--- src/rtl/datapath_param.sv ---
// Parametrised register-file datapath: single-cycle load/add/nand/noop and an
// iterative one-bit-per-cycle shift-left behind a start/busy/done handshake.
module datapath_param #(
    parameter int WIDTH = 4,
    parameter int NREGS = 4,
    localparam int SELW = $clog2(NREGS)
) (
    input  logic                   clk,
    input  logic                   rst,
    input  logic                   start,
    input  logic [SELW-1:0]        SEL_A,
    input  logic [SELW-1:0]        SEL_B,
    input  logic [SELW-1:0]        SEL_W,
    input  logic [WIDTH-1:0]       IMM,
    input  logic                   sel_data,
    input  logic                   write_en,
    input  logic [1:0]             alu_op,
    output logic                   busy,
    output logic                   done,
    output logic                   flag_z,
    output logic                   flag_c,
    output logic [NREGS*WIDTH-1:0] REGS
);
    localparam int CNTW = $clog2(WIDTH + 1);

    typedef enum logic {IDLE, SHIFT} state_t;

    state_t            state_q, state_d;
    logic [WIDTH-1:0]  regs_q [NREGS];
    logic [WIDTH-1:0]  regs_d [NREGS];
    logic              flag_z_q, flag_z_d;
    logic              flag_c_q, flag_c_d;
    logic              done_q, done_d;
    logic [WIDTH-1:0]  sh_q, sh_d;
    logic [CNTW-1:0]   cnt_q, cnt_d;
    logic [SELW-1:0]   dst_q, dst_d;
    logic              wen_q, wen_d;

    logic              accept, shift_go, shift_end;
    logic [WIDTH-1:0]  op_a, op_b, nand_r, shifted;
    logic [WIDTH:0]    sum;

    assign accept    = start && (state_q == IDLE);
    assign shift_go  = accept && !sel_data && (alu_op == 2'b10) && (IMM != '0);
    assign shift_end = (state_q == SHIFT) && (cnt_q == CNTW'(1));
    assign op_a      = regs_q[SEL_A];
    assign op_b      = regs_q[SEL_B];
    assign sum       = {1'b0, op_a} + {1'b0, op_b};
    assign nand_r    = ~(op_a & op_b);
    assign shifted   = {sh_q[WIDTH-2:0], 1'b0};

    always_ff @(posedge clk or posedge rst) begin
        if (rst) begin
            state_q <= IDLE;
        end else begin
            state_q <= state_d;
        end
    end

    always_comb begin
        state_d = state_q;
        case (state_q)
            IDLE:    if (shift_go) state_d = SHIFT;
            SHIFT:   if (shift_end) state_d = IDLE;
            default: state_d = IDLE;
        endcase
    end

    always_comb begin
        busy   = (state_q == SHIFT);
        done   = done_q;
        flag_z = flag_z_q;
        flag_c = flag_c_q;
    end

    for (genvar i = 0; i < NREGS; i++) begin : g_regs
        assign REGS[i*WIDTH +: WIDTH] = regs_q[i];
    end

    always_comb begin
        regs_d   = regs_q;
        flag_z_d = flag_z_q;
        flag_c_d = flag_c_q;
        done_d   = 1'b0;
        sh_d     = sh_q;
        cnt_d    = cnt_q;
        dst_d    = dst_q;
        wen_d    = wen_q;
        if (accept) begin
            done_d = !shift_go;
            if (sel_data) begin
                if (write_en) regs_d[SEL_W] = IMM;
            end else begin
                case (alu_op)
                    2'b00: begin
                        flag_c_d = sum[WIDTH];
                        flag_z_d = (sum[WIDTH-1:0] == '0);
                        if (write_en) regs_d[SEL_W] = sum[WIDTH-1:0];
                    end
                    2'b01: begin
                        flag_z_d = (nand_r == '0);
                        if (write_en) regs_d[SEL_W] = nand_r;
                    end
                    2'b10: begin
                        if (IMM == '0) begin
                            flag_c_d = 1'b0;
                            flag_z_d = (op_a == '0);
                            if (write_en) regs_d[SEL_W] = op_a;
                        end else begin
                            // Destination and write enable are latched so the
                            // result lands at completion regardless of later inputs.
                            sh_d  = op_a;
                            cnt_d = (32'(IMM) >= 32'(WIDTH)) ? CNTW'(WIDTH) : CNTW'(IMM);
                            dst_d = SEL_W;
                            wen_d = write_en;
                        end
                    end
                    default: ;
                endcase
            end
        end else if (state_q == SHIFT) begin
            sh_d  = shifted;
            cnt_d = cnt_q - CNTW'(1);
            if (shift_end) begin
                flag_c_d = sh_q[WIDTH-1];
                flag_z_d = (shifted == '0);
                done_d   = 1'b1;
                if (wen_q) regs_d[dst_q] = shifted;
            end
        end
    end

    always_ff @(posedge clk or posedge rst) begin
        if (rst) begin
            for (int i = 0; i < NREGS; i++) regs_q[i] <= '0;
            flag_z_q <= 1'b0;
            flag_c_q <= 1'b0;
            done_q   <= 1'b0;
            sh_q     <= '0;
            cnt_q    <= '0;
            dst_q    <= '0;
            wen_q    <= 1'b0;
        end else begin
            regs_q   <= regs_d;
            flag_z_q <= flag_z_d;
            flag_c_q <= flag_c_d;
            done_q   <= done_d;
            sh_q     <= sh_d;
            cnt_q    <= cnt_d;
            dst_q    <= dst_d;
            wen_q    <= wen_d;
        end
    end
endmodule

--- config.mk ---
export PLATFORM = sky130hd
export DESIGN_NAME = datapath_param
export DESIGN_NICKNAME = d
export VERILOG_FILES = /design/src/rtl/datapath_param.sv
export SDC_FILE = /design/constraint.sdc
export NUM_CORES = 1
export LEC_CHECK = 0
export BUFFER_PORTS_ARGS = -buffer_cell sky130_fd_sc_hd__buf_2
export CAP_MARGIN = 20
export CORE_ASPECT_RATIO = 0.9
export CORE_MARGIN = 2
export CORE_UTILIZATION = 41
export DETAILED_ROUTE_END_ITERATION = 16
export HOLD_SLACK_MARGIN = 0.03
export PLACE_DENSITY = 0.64
export SYNTH_ARGS = -nofsm -noshare
export SYNTH_HDL_FRONTEND = slang
export SYNTH_SLANG_ARGS = --single-unit
--- constraint.sdc ---
create_clock -name clk -period 2.1 [get_ports clk]
set_input_delay 0.42 -clock clk [delete_from_list [all_inputs] [get_ports clk]]
set_output_delay 0.42 -clock clk [all_outputs]
set_load 0.02 [all_outputs]
# Word level (Yosys, flattened, before mapping)
# Cells that the tools add are included.
totals:
  regBits: 30
op_classes:
  n_eq_ne: 15
  reduce_logical: 24
  add_sub_neg: 2
  n_mux: 55
  bitwise: 9
  magnitude_cmp: 7
op_table:
  columns: ["op", "count"]
  rows:
  - ["2-to-1 mux 16 bit", 10]
  - ["bitwise mux 16 bit", 5]
  - ["case mux 16 bit (3 select lines)", 1]
  - ["2-to-1 mux 4 bit", 11]
  - ["zero test 4 bit", 5]
  - ["2-to-1 mux 3 bit", 6]
  - ["binary-select mux 4 bit (select 2 bit)", 2]
  - ["demux 4 bit (select 2 bit)", 2]
  - ["2-to-1 mux 1 bit", 15]
  - [">= comparator 3 bit, second input constant", 4]
  - ["inequality test 3 bit, second input constant", 4]
  - ["NOT 2 -> 3 bit", 4]
  - ["AND reduction 5 bit", 2]
  - ["AND reduction 9 bit", 1]
  - ["AND reduction 4 bit", 2]
  - ["logical AND 1 bit", 7]
  - ["less-than comparator 3 x 1 -> 1 bit, second input constant", 2]
  - ["nonzero test 2 bit", 3]
  - ["adder 4 x 4 -> 5 bit", 1]
  - ["inequality test 5 x 2 -> 1 bit, second input constant", 1]
  - ["AND 4 bit", 1]
  - [">= comparator 4 x 3 -> 1 bit, second input constant", 1]
  - ["inequality test 2 bit, second input constant", 2]
  - ["inequality test 4 x 1 -> 1 bit, second input constant", 1]
  - ["other kinds (15)", 19]

# Longest topological paths before layout
# Gate-level depths: netlist of run 1.
logic_depth:
  ltp_word: 11
  ltp_mapped: 8
  mapped_depth_nobuf: 7

# Least setup slack after synthesis of run 1
# No wires, ideal clock.
synth_timing:
  path_type: "in2reg"
  from: "input SEL_A[0]"
  to: "register regs_q, in the netlist REGS[15]"
  arrival_time_ns: 2.293
  path_stages: 8
  slack_ns: -0.276
  required_time_ns: 2.017
  n_path_buf: 1
  cell_sequence: "buf_6 -> mux4_2 -> ha_1 -> a21oi_1 -> a21oi_1 -> nor4b_2 -> a211oi_1 -> o21ai_0"
synth_between:
  elab_chain_cells: 11
  word_cells_on_any_way: 17
  cone_classes: "add/sub: 1; mux: 13; bitwise: 3"
synth_rtl:
  columns: ["element", "line", "rtl"]
  rows:
  - ["start, declared", "11", "input logic [SELW-1:0] SEL_A,"]
  - ["NOT 2 -> 3 bit (not written as such) (*)", "46", "assign op_a = regs_q[SEL_A];"]
  - ["binary-select mux 4 bit (select 2 bit) (*)", "46", null]
  - ["2-to-1 mux 4 bit (not written as such) (*) (2 in a row)", "46", null]
  - ["branches (longest 4 deep; another with adder 4 x 4 -> 5 bit)", null, null]
  - ["case mux 16 bit (3 select lines) (*)", "94", "case (alu_op)"]
  - ["2-to-1 mux 16 bit (*)", "91", "if (sel_data) begin"]
  - ["2-to-1 mux 16 bit (*)", "89", "if (accept) begin"]
  - ["end signal, assigned", "144", "regs_q <= regs_d;"]
  - ["end, declared", "29", "logic [WIDTH-1:0] regs_q [NREGS];"]
# Every way passes the cells marked *. The select of a mux whose other input is x is not followed.
# A chain may end at the register's enable or synchronous reset.

# Final worst setup path of run 1
layout_timing:
  from: "register regs_q, in the netlist REGS[10]"
  to: "register regs_q, in the netlist REGS[7]"
layout_between:
  elab_chain_cells: 9
  word_cells_on_any_way: 12
  cone_classes: "add/sub: 1; mux: 11"
layout_rtl:
  columns: ["element", "line", "rtl"]
  rows:
  - ["binary-select mux 4 bit (select 2 bit), on equally long branches", "46, 47", null]
  - ["2-to-1 mux 4 bit, on equally long branches (2 in a row)", "46, 47", null]
  - ["adder 4 x 4 -> 5 bit (*)", "48", "assign sum = {1'b0, op_a} + {1'b0, op_b};"]
  - ["bitwise mux 16 bit (*)", "98", "if (write_en) regs_d[SEL_W] = sum[WIDTH-1:0];"]
  - ["2-to-1 mux 16 bit (*)", "98", null]
  - ["case mux 16 bit (3 select lines) (*)", "94", null]
  - ["2-to-1 mux 16 bit (*)", "91", null]
  - ["2-to-1 mux 16 bit (*)", "89", null]
# Mark *: on every way between the ends. The rest lies on a longest branch, timed or not. The select of a mux whose other input is x is not followed.

==> results.cfg, run 1 <==
[timing]
worst_pin_slew_ns = 0.634
setup_violations = 14
hold_ws_ns = 0.200
grt_setup_unrepaired = true
tns_ns = -2.13
fin_crit_ns = 2.30
fmax_mhz = 436
slew_headroom = 0.578
skew_ns = 0.0105
post-route-period-util = 1.09
maxSlewViolCount = 0
hold_violations = 0
finalWorstSetupSlack_ns = -0.195

[power_and_ir_drop]
clkPwrFrac = 0.187
power_switching_mw = 1.71
p_int_mw = 2.32
power_mw = 4.03
swShare = 0.425
p_comb_frac = 0.570
vdd_drop_max_v = 0.000379
leakage_nw = 1.57
powerDensity_nw_per_um2 = 1050
pwr-share-seq = 0.243

[yosys]
async_reset_ff_frac = 1.00
synth_xor_area_frac = 0.00632
synth_top_family_by_area = compound AO/OA/AOI/OAI gates
syn_area_um2 = 2770
ys_types = 68
synth_fa_ha_area_frac = 0.0451
mappedNetlistNets = 347
yosysWarnings = 0
synth.area.mux_share = 0.108
synth-simple-area-share = 0.204
synthDominantCellAreaShare = 0.271
synth_commonest_cells = a21oi_1, nand2_1, dfrtp_1, nor2_1, inv_1
synth-seq-area-share = 0.271
synth-main-ff-cell = dfrtp_1
synth.largest_area_cell = dfrtp_1
ys_seq_elements = 30
avgSynthCellArea_um2 = 8.66
synth-compound-area-share = 0.309
yosysMostFrequentCell = a21oi_1
synth-edff-count = 0
synthTopCellsByArea = dfrtp_1, mux4_2, a21oi_1
syn_inst = 320

[setup_path]
cp_slowest_stage_delay_ns = 0.53
startpoint_type = flop
arrival_ns = 2.51
crit_path_end_kind = flop
cpLargestDelayFamily = multiplexers
criticalPathCategory = flop to flop
path_buf_inv = 1
critPathRequiredTime_ns = 2.32
crit_fanout = 4
slowest_stage = mux4_2
path_cells = mux4_2, ha_4, a21oi_4, and3_4, nor4b_4, buf_4, a21oi_2, a21oi_1

[floorplan]
fp.dieH_um = 82.0
die_area_um2 = 7430
initial_core_util = 0.423
die_w_um = 90.7
row_count = 28
core_area_um2 = 6550
ios = 37

[grt]
grt_pass1_vias = 2786
track_usage = 0.268
antenna_found_initial = 0
grt_max_degree = 31
grt_pass1_wl_mm = 15.1
gr-total-overflow = 0

[placed_design]
dp_slack_ns = -0.418
hpwl_mm = 7.24
place.gp.congestion = 1.01
placed_cell_area_um2 = 3480
port_buffers = 36
dp_cells = 484

[layout]
drive_gt1_frac = 0.414
fin_nets = 432
final_area_um2 = 3850
syn2layout_area_growth_pct = 38.8
n_antenna_cell = 0
final_core_util = 0.587
layout.cells.non_filler = 496

[outcome]
status = finished, violations left
violations = setup timing

[drt]
wl_per_cell_um = 19.5
routed_via_density = 5.96
ant_nets = 0
initialDrtViolationCount = 361
firstDrtPassIters = 4
drc = 0
vias = 2958
totalWireLength_mm = 9.68

[clocking]
cts_tree = done
htree_levels = 2
cts-buffers-inserted = 5
clk_path_buf_depth = 2
cts.sinks = 30
insertion_delay_ns = 0.30
clkSlewWorstSetupHoldPaths_ns = 0.08
cts-root-buf = clkbuf_8
cts_hold_buf = 0

[worst_hold_path]
min_path_type = primary input to asynchronous set/reset pin

[run]
maxCapViolCount = 0
-- final timing paths --
check / depth (start not counted) / endpoint / startpoint / slack (ns)
max: 8 / REGS[7]$_DFFE_PP0P_ / REGS[10]$_DFFE_PP0P_ / -0.20
min: 3 / done$_DFF_PP0_ / rst / 0.20
max reg2reg: 8 / REGS[7]$_DFFE_PP0P_ / REGS[10]$_DFFE_PP0P_ / -0.20
min reg2reg: 1 / flag_c$_DFFE_PP0P_ / flag_c$_DFFE_PP0P_ / 0.49
max in group asynchronous: 3 / REGS[15]$_DFFE_PP0P_ / rst / 1.59
min in group clk: 2 / wen_q$_DFFE_PP0P_ / write_en / 0.41
-- cell families after synthesis --
group           count (synthesis)
fa+ha+maj                      10
mux                            19
compound gates                118
simple gates                  106
xor+xnor                        2
flops                          30
buf+inv                        35
-- power by group through the flow --
stage                     Sequential (mW)  Combinational, mW  Clock [mW]
after global routing                 1.00               2.48       0.783
after CTS                           0.967               2.10       0.764
final                               0.979               2.29       0.753
after detailed placement            0.979               2.05           0
after global placement              0.970               2.02           0
after floorplan                      1.10               1.07           0
-- tightest hold or removal path, cell delays in order --
cell and delay (ns):
buf_2 0.09, inv_1 0.04, buf_4 0.37
-- layout make-up --
type | count | area (um2)
repair buffers | 96 | 659
flip-flops and latches | 30 | 751
clock inverters | 2 | 60.1
fillers | 600 | 2700
inverters | 17 | 66.3
clock buffers | 6 | 82.6
well taps | 90 | 113
multi-input cells | 255 | 2120
-- per-layer routing --
layer  global-route usage  vias up  share of wire
met3               0.0339       20          0.052
met1                0.386     1423           0.47
li1                     -     1393              -
met2                0.413      122           0.45
met4                0.102        0          0.031
met5                    0        -              0
-- registers in the layout, summed over array words and instances, names as in the netlist --
name	count
REGS	16
sh_q	4
cnt_q	3
dst_q	2
busy	1
done	1
flag_c	1
flag_z	1
wen_q	1
-- repair_timing --
item / CTS / global route
pin swaps: 4 / 15
gates resized for setup: 9 / 28
endpoints found under the setup margin: 14 / 17
setup buffers: 2 / 3
-- cells in the final DEF, fill, tap and decap left out, types with 3 or more instances in the layout --
cell type / netlist / routed
a211oi_1: 14 / 9
a211oi_2: 0 / 5
a21o_1: 4 / 4
a21oi_1: 35 / 28
a21oi_2: 1 / 6
a221oi_2: 0 / 3
buf_2: 10 / 36
buf_4: 0 / 57
clkbuf_8: 0 / 6
dfrtp_1: 30 / 30
ha_1: 10 / 6
inv_1: 17 / 16
mux2_2: 3 / 3
mux2i_1: 7 / 7
mux4_2: 8 / 8
nand2_1: 33 / 33
nand2b_1: 7 / 7
nand3_1: 8 / 7
nor2_1: 21 / 21
nor2b_1: 4 / 4
nor3_1: 6 / 6
nor3_2: 4 / 4
o211ai_1: 3 / 3
o21ai_0: 13 / 7
o21ai_1: 10 / 14
o221ai_1: 3 / 3
o22ai_4: 3 / 3
o32ai_2: 0 / 3
Note: power is estimated with default switching activity, not from simulation.
==> inputs of run 2 (changes only) <==
--- a/config.mk
+++ b/config.mk
@@ -7,12 +7,14 @@
 export LEC_CHECK = 0
 export BUFFER_PORTS_ARGS = -buffer_cell sky130_fd_sc_hd__buf_2
 export CAP_MARGIN = 20
+export CELL_PAD_IN_SITES_DETAIL_PLACEMENT = 1
+export CELL_PAD_IN_SITES_GLOBAL_PLACEMENT = 1
 export CORE_ASPECT_RATIO = 0.9
 export CORE_MARGIN = 2
-export CORE_UTILIZATION = 41
+export CORE_UTILIZATION = 40
 export DETAILED_ROUTE_END_ITERATION = 16
 export HOLD_SLACK_MARGIN = 0.03
-export PLACE_DENSITY = 0.64
+export PLACE_DENSITY = 0.79
 export SYNTH_ARGS = -nofsm -noshare
 export SYNTH_HDL_FRONTEND = slang
 export SYNTH_SLANG_ARGS = --single-unit
==> results.cfg, run 2 (synthesized netlist as in run 1, its figures left out) <==
[drt]
firstDrtPassIters = 5
initialDrtViolationCount = 372
drc = 0
dr_wl_met3_mm = 1.02
totalWireLength_mm = 12.1
met1Wirelength_mm = 4.95
met2_length_mm = 5.79
routed_via_density = 6.46
vias = 3241
ant_nets = 0
wl_per_cell_um = 24.1
routed.top_layer = met4

[layout]
largest_reg_flops = 16
drive_gt1_frac = 0.410
fillers = 796
fin_nets = 438
final_cell_mix = buf_4, buf_2, nand2_1
mostFrequentLayoutCell = buf_4
syn2layout_area_growth_pct = 37.8
n_antenna_cell = 0

[setup_path]
startpoint_type = flop
arrival_ns = 2.56
timing.rr.end = REGS[15]$_DFFE_PP0P_
cpLargestDelayFamily = multiplexers
cp_slowest_stage_delay_ns = 0.54
reg2reg_depth = 8
criticalPathCategory = flop to flop
path_buf_inv = 1
path_cells = mux4_2, ha_4, nand3_4, and3_4, nor4b_4, buf_6, a211oi_2, o21ai_1
critPathRequiredTime_ns = 2.30
slowest_stage = mux4_2
crit_fanout = 4
r2r-start = REGS[13]$_DFFE_PP0P_
worstSetupEndpoint = REGS[15]$_DFFE_PP0P_
crit_path_end_kind = flop
crit_cells = 8
worstSetupStartpoint = REGS[13]$_DFFE_PP0P_
r2r_setup_slack_ns = -0.25

[clocking]
cts-root-buf = clkbuf_8
cts.sinks = 30
insertion_delay_ns = 0.29
htree_levels = 2
cts_hold_buf = 0
clkSlewWorstSetupHoldPaths_ns = 0.07
cts-buffers-inserted = 5
cts_tree = done
clk_path_buf_depth = 2

[placed_design]
port_buffers = 36
place.gp.congestion = 0.936
hpwl_mm = 8.66

[power_and_ir_drop]
vdd_drop_max_v = 0.000542
powerDensity_nw_per_um2 = 1040
leakage_nw = 1.59

[floorplan]
row_count = 28
die_w_um = 91.7
core_area_um2 = 6660
die_area_um2 = 7610
fp.dieH_um = 83.0
ios = 37
initial_core_util = 0.416

[timing]
maxSlewViolCount = 0
finalWorstSetupSlack_ns = -0.254
setup_violations = 14
slew_headroom = 0.601
skew_ns = 0.00630
worst_pin_slew_ns = 0.593
fin_crit_ns = 2.35
tns_ns = -2.97
post-route-period-util = 1.12
fmax_mhz = 425
hold_violations = 0
hold_ws_ns = 0.209
grt_setup_unrepaired = true

[grt]
grt_pass1_vias = 3328
grt_max_degree = 31
gr-total-overflow = 0
antenna_found_initial = 0
track_usage = 0.311
grt_pass1_wl_mm = 18.2

[run]
maxCapViolCount = 0

[worst_hold_path]
min_path_type = primary input to asynchronous set/reset pin

[outcome]
violations = setup timing
status = finished, violations left
==> run 2: changes by cell type in the layout (fill, tap and decap cells not counted), moves of 3 or more <==
cell     delta
buf_4       +3
o21ai_0     +3
o21ai_1     -3
o32ai_1     +3
==> run 2: per-layer routing <==
| layer | track usage | vias to the layer above |
|---|---|---|
| met1 | 0.411 | 1621 |
| met3 | 0.0780 | 39 |
| li1 | - | 1405 |
| met4 | 0.109 | 0 |
| met5 | 0 | - |
| met2 | 0.495 | 176 |
==> run 2: cell type report <==
cell class              count  area (um2)  area share
multi-input cells         255        2050       0.537
inverters                  17        63.8      0.0167
clock buffers               5        68.8      0.0180
repair buffers            102         733       0.192
clock inverters             3        40.0      0.0105
well taps                  90         113      0.0295
flip-flops and latches     30         752       0.197
==> run 2: worst min path at each step <==
stage                     slack (ns)                   to                 from
after floorplan                 0.45  sh_q[3]$_DFFE_PP0P_  sh_q[3]$_DFFE_PP0P_
after global placement          0.48   flag_c$_DFFE_PP0P_   flag_c$_DFFE_PP0P_
after detailed placement        0.49   flag_c$_DFFE_PP0P_   flag_c$_DFFE_PP0P_
after CTS                       0.23  REGS[5]$_DFFE_PP0P_                  rst
after global routing            0.24  REGS[5]$_DFFE_PP0P_                  rst
final                           0.21  REGS[1]$_DFFE_PP0P_                  rst
==> run 2: report_power, final <==
| part | switching [mW] | internal [mW] | leakage (nW) | total [mW] |
|---|---|---|---|---|
| logic | 1.33 | 1.04 | 1.15 | 2.36 |
| clock network | 0.256 | 0.349 | 0.0579 | 0.606 |
| registers | 0.241 | 0.779 | 0.383 | 1.02 |
| total | 1.82 | 2.17 | 1.59 | 3.99 |
==> run 2: worst register-to-register path, stage by stage (launching register included) <==
cell and delay (ns):
dfrtp_1 0.43, mux4_2 0.54, ha_4 0.35, nand3_4 0.09, and3_4 0.17, nor4b_4 0.27, buf_6 0.17, a211oi_2 0.07
o21ai_1 0.17
==> run 2: per-stage QoR <==
step	cell area (um2)	util	power (mW)	instances	setup WS [ns]
finish	3820	0.574	3.99	502	-0.254
global route	3820	0.574	4.18	502	-0.312
CTS	3710	0.557	3.78	498	-0.228
detailed placement	3530	0.531	3.11	488	-0.541
global placement	3530	0.531	3.02	488	-0.397
floorplan	2840	-	2.17	320	-0.175
==> run 2: what timing repair did <==
item	4_1_cts	5_1_grt
endpoints found under the setup margin	17	18
buffers inserted	2	5
resized for setup	10	16
pin swaps	6	12
hold endpoints to repair	0	0
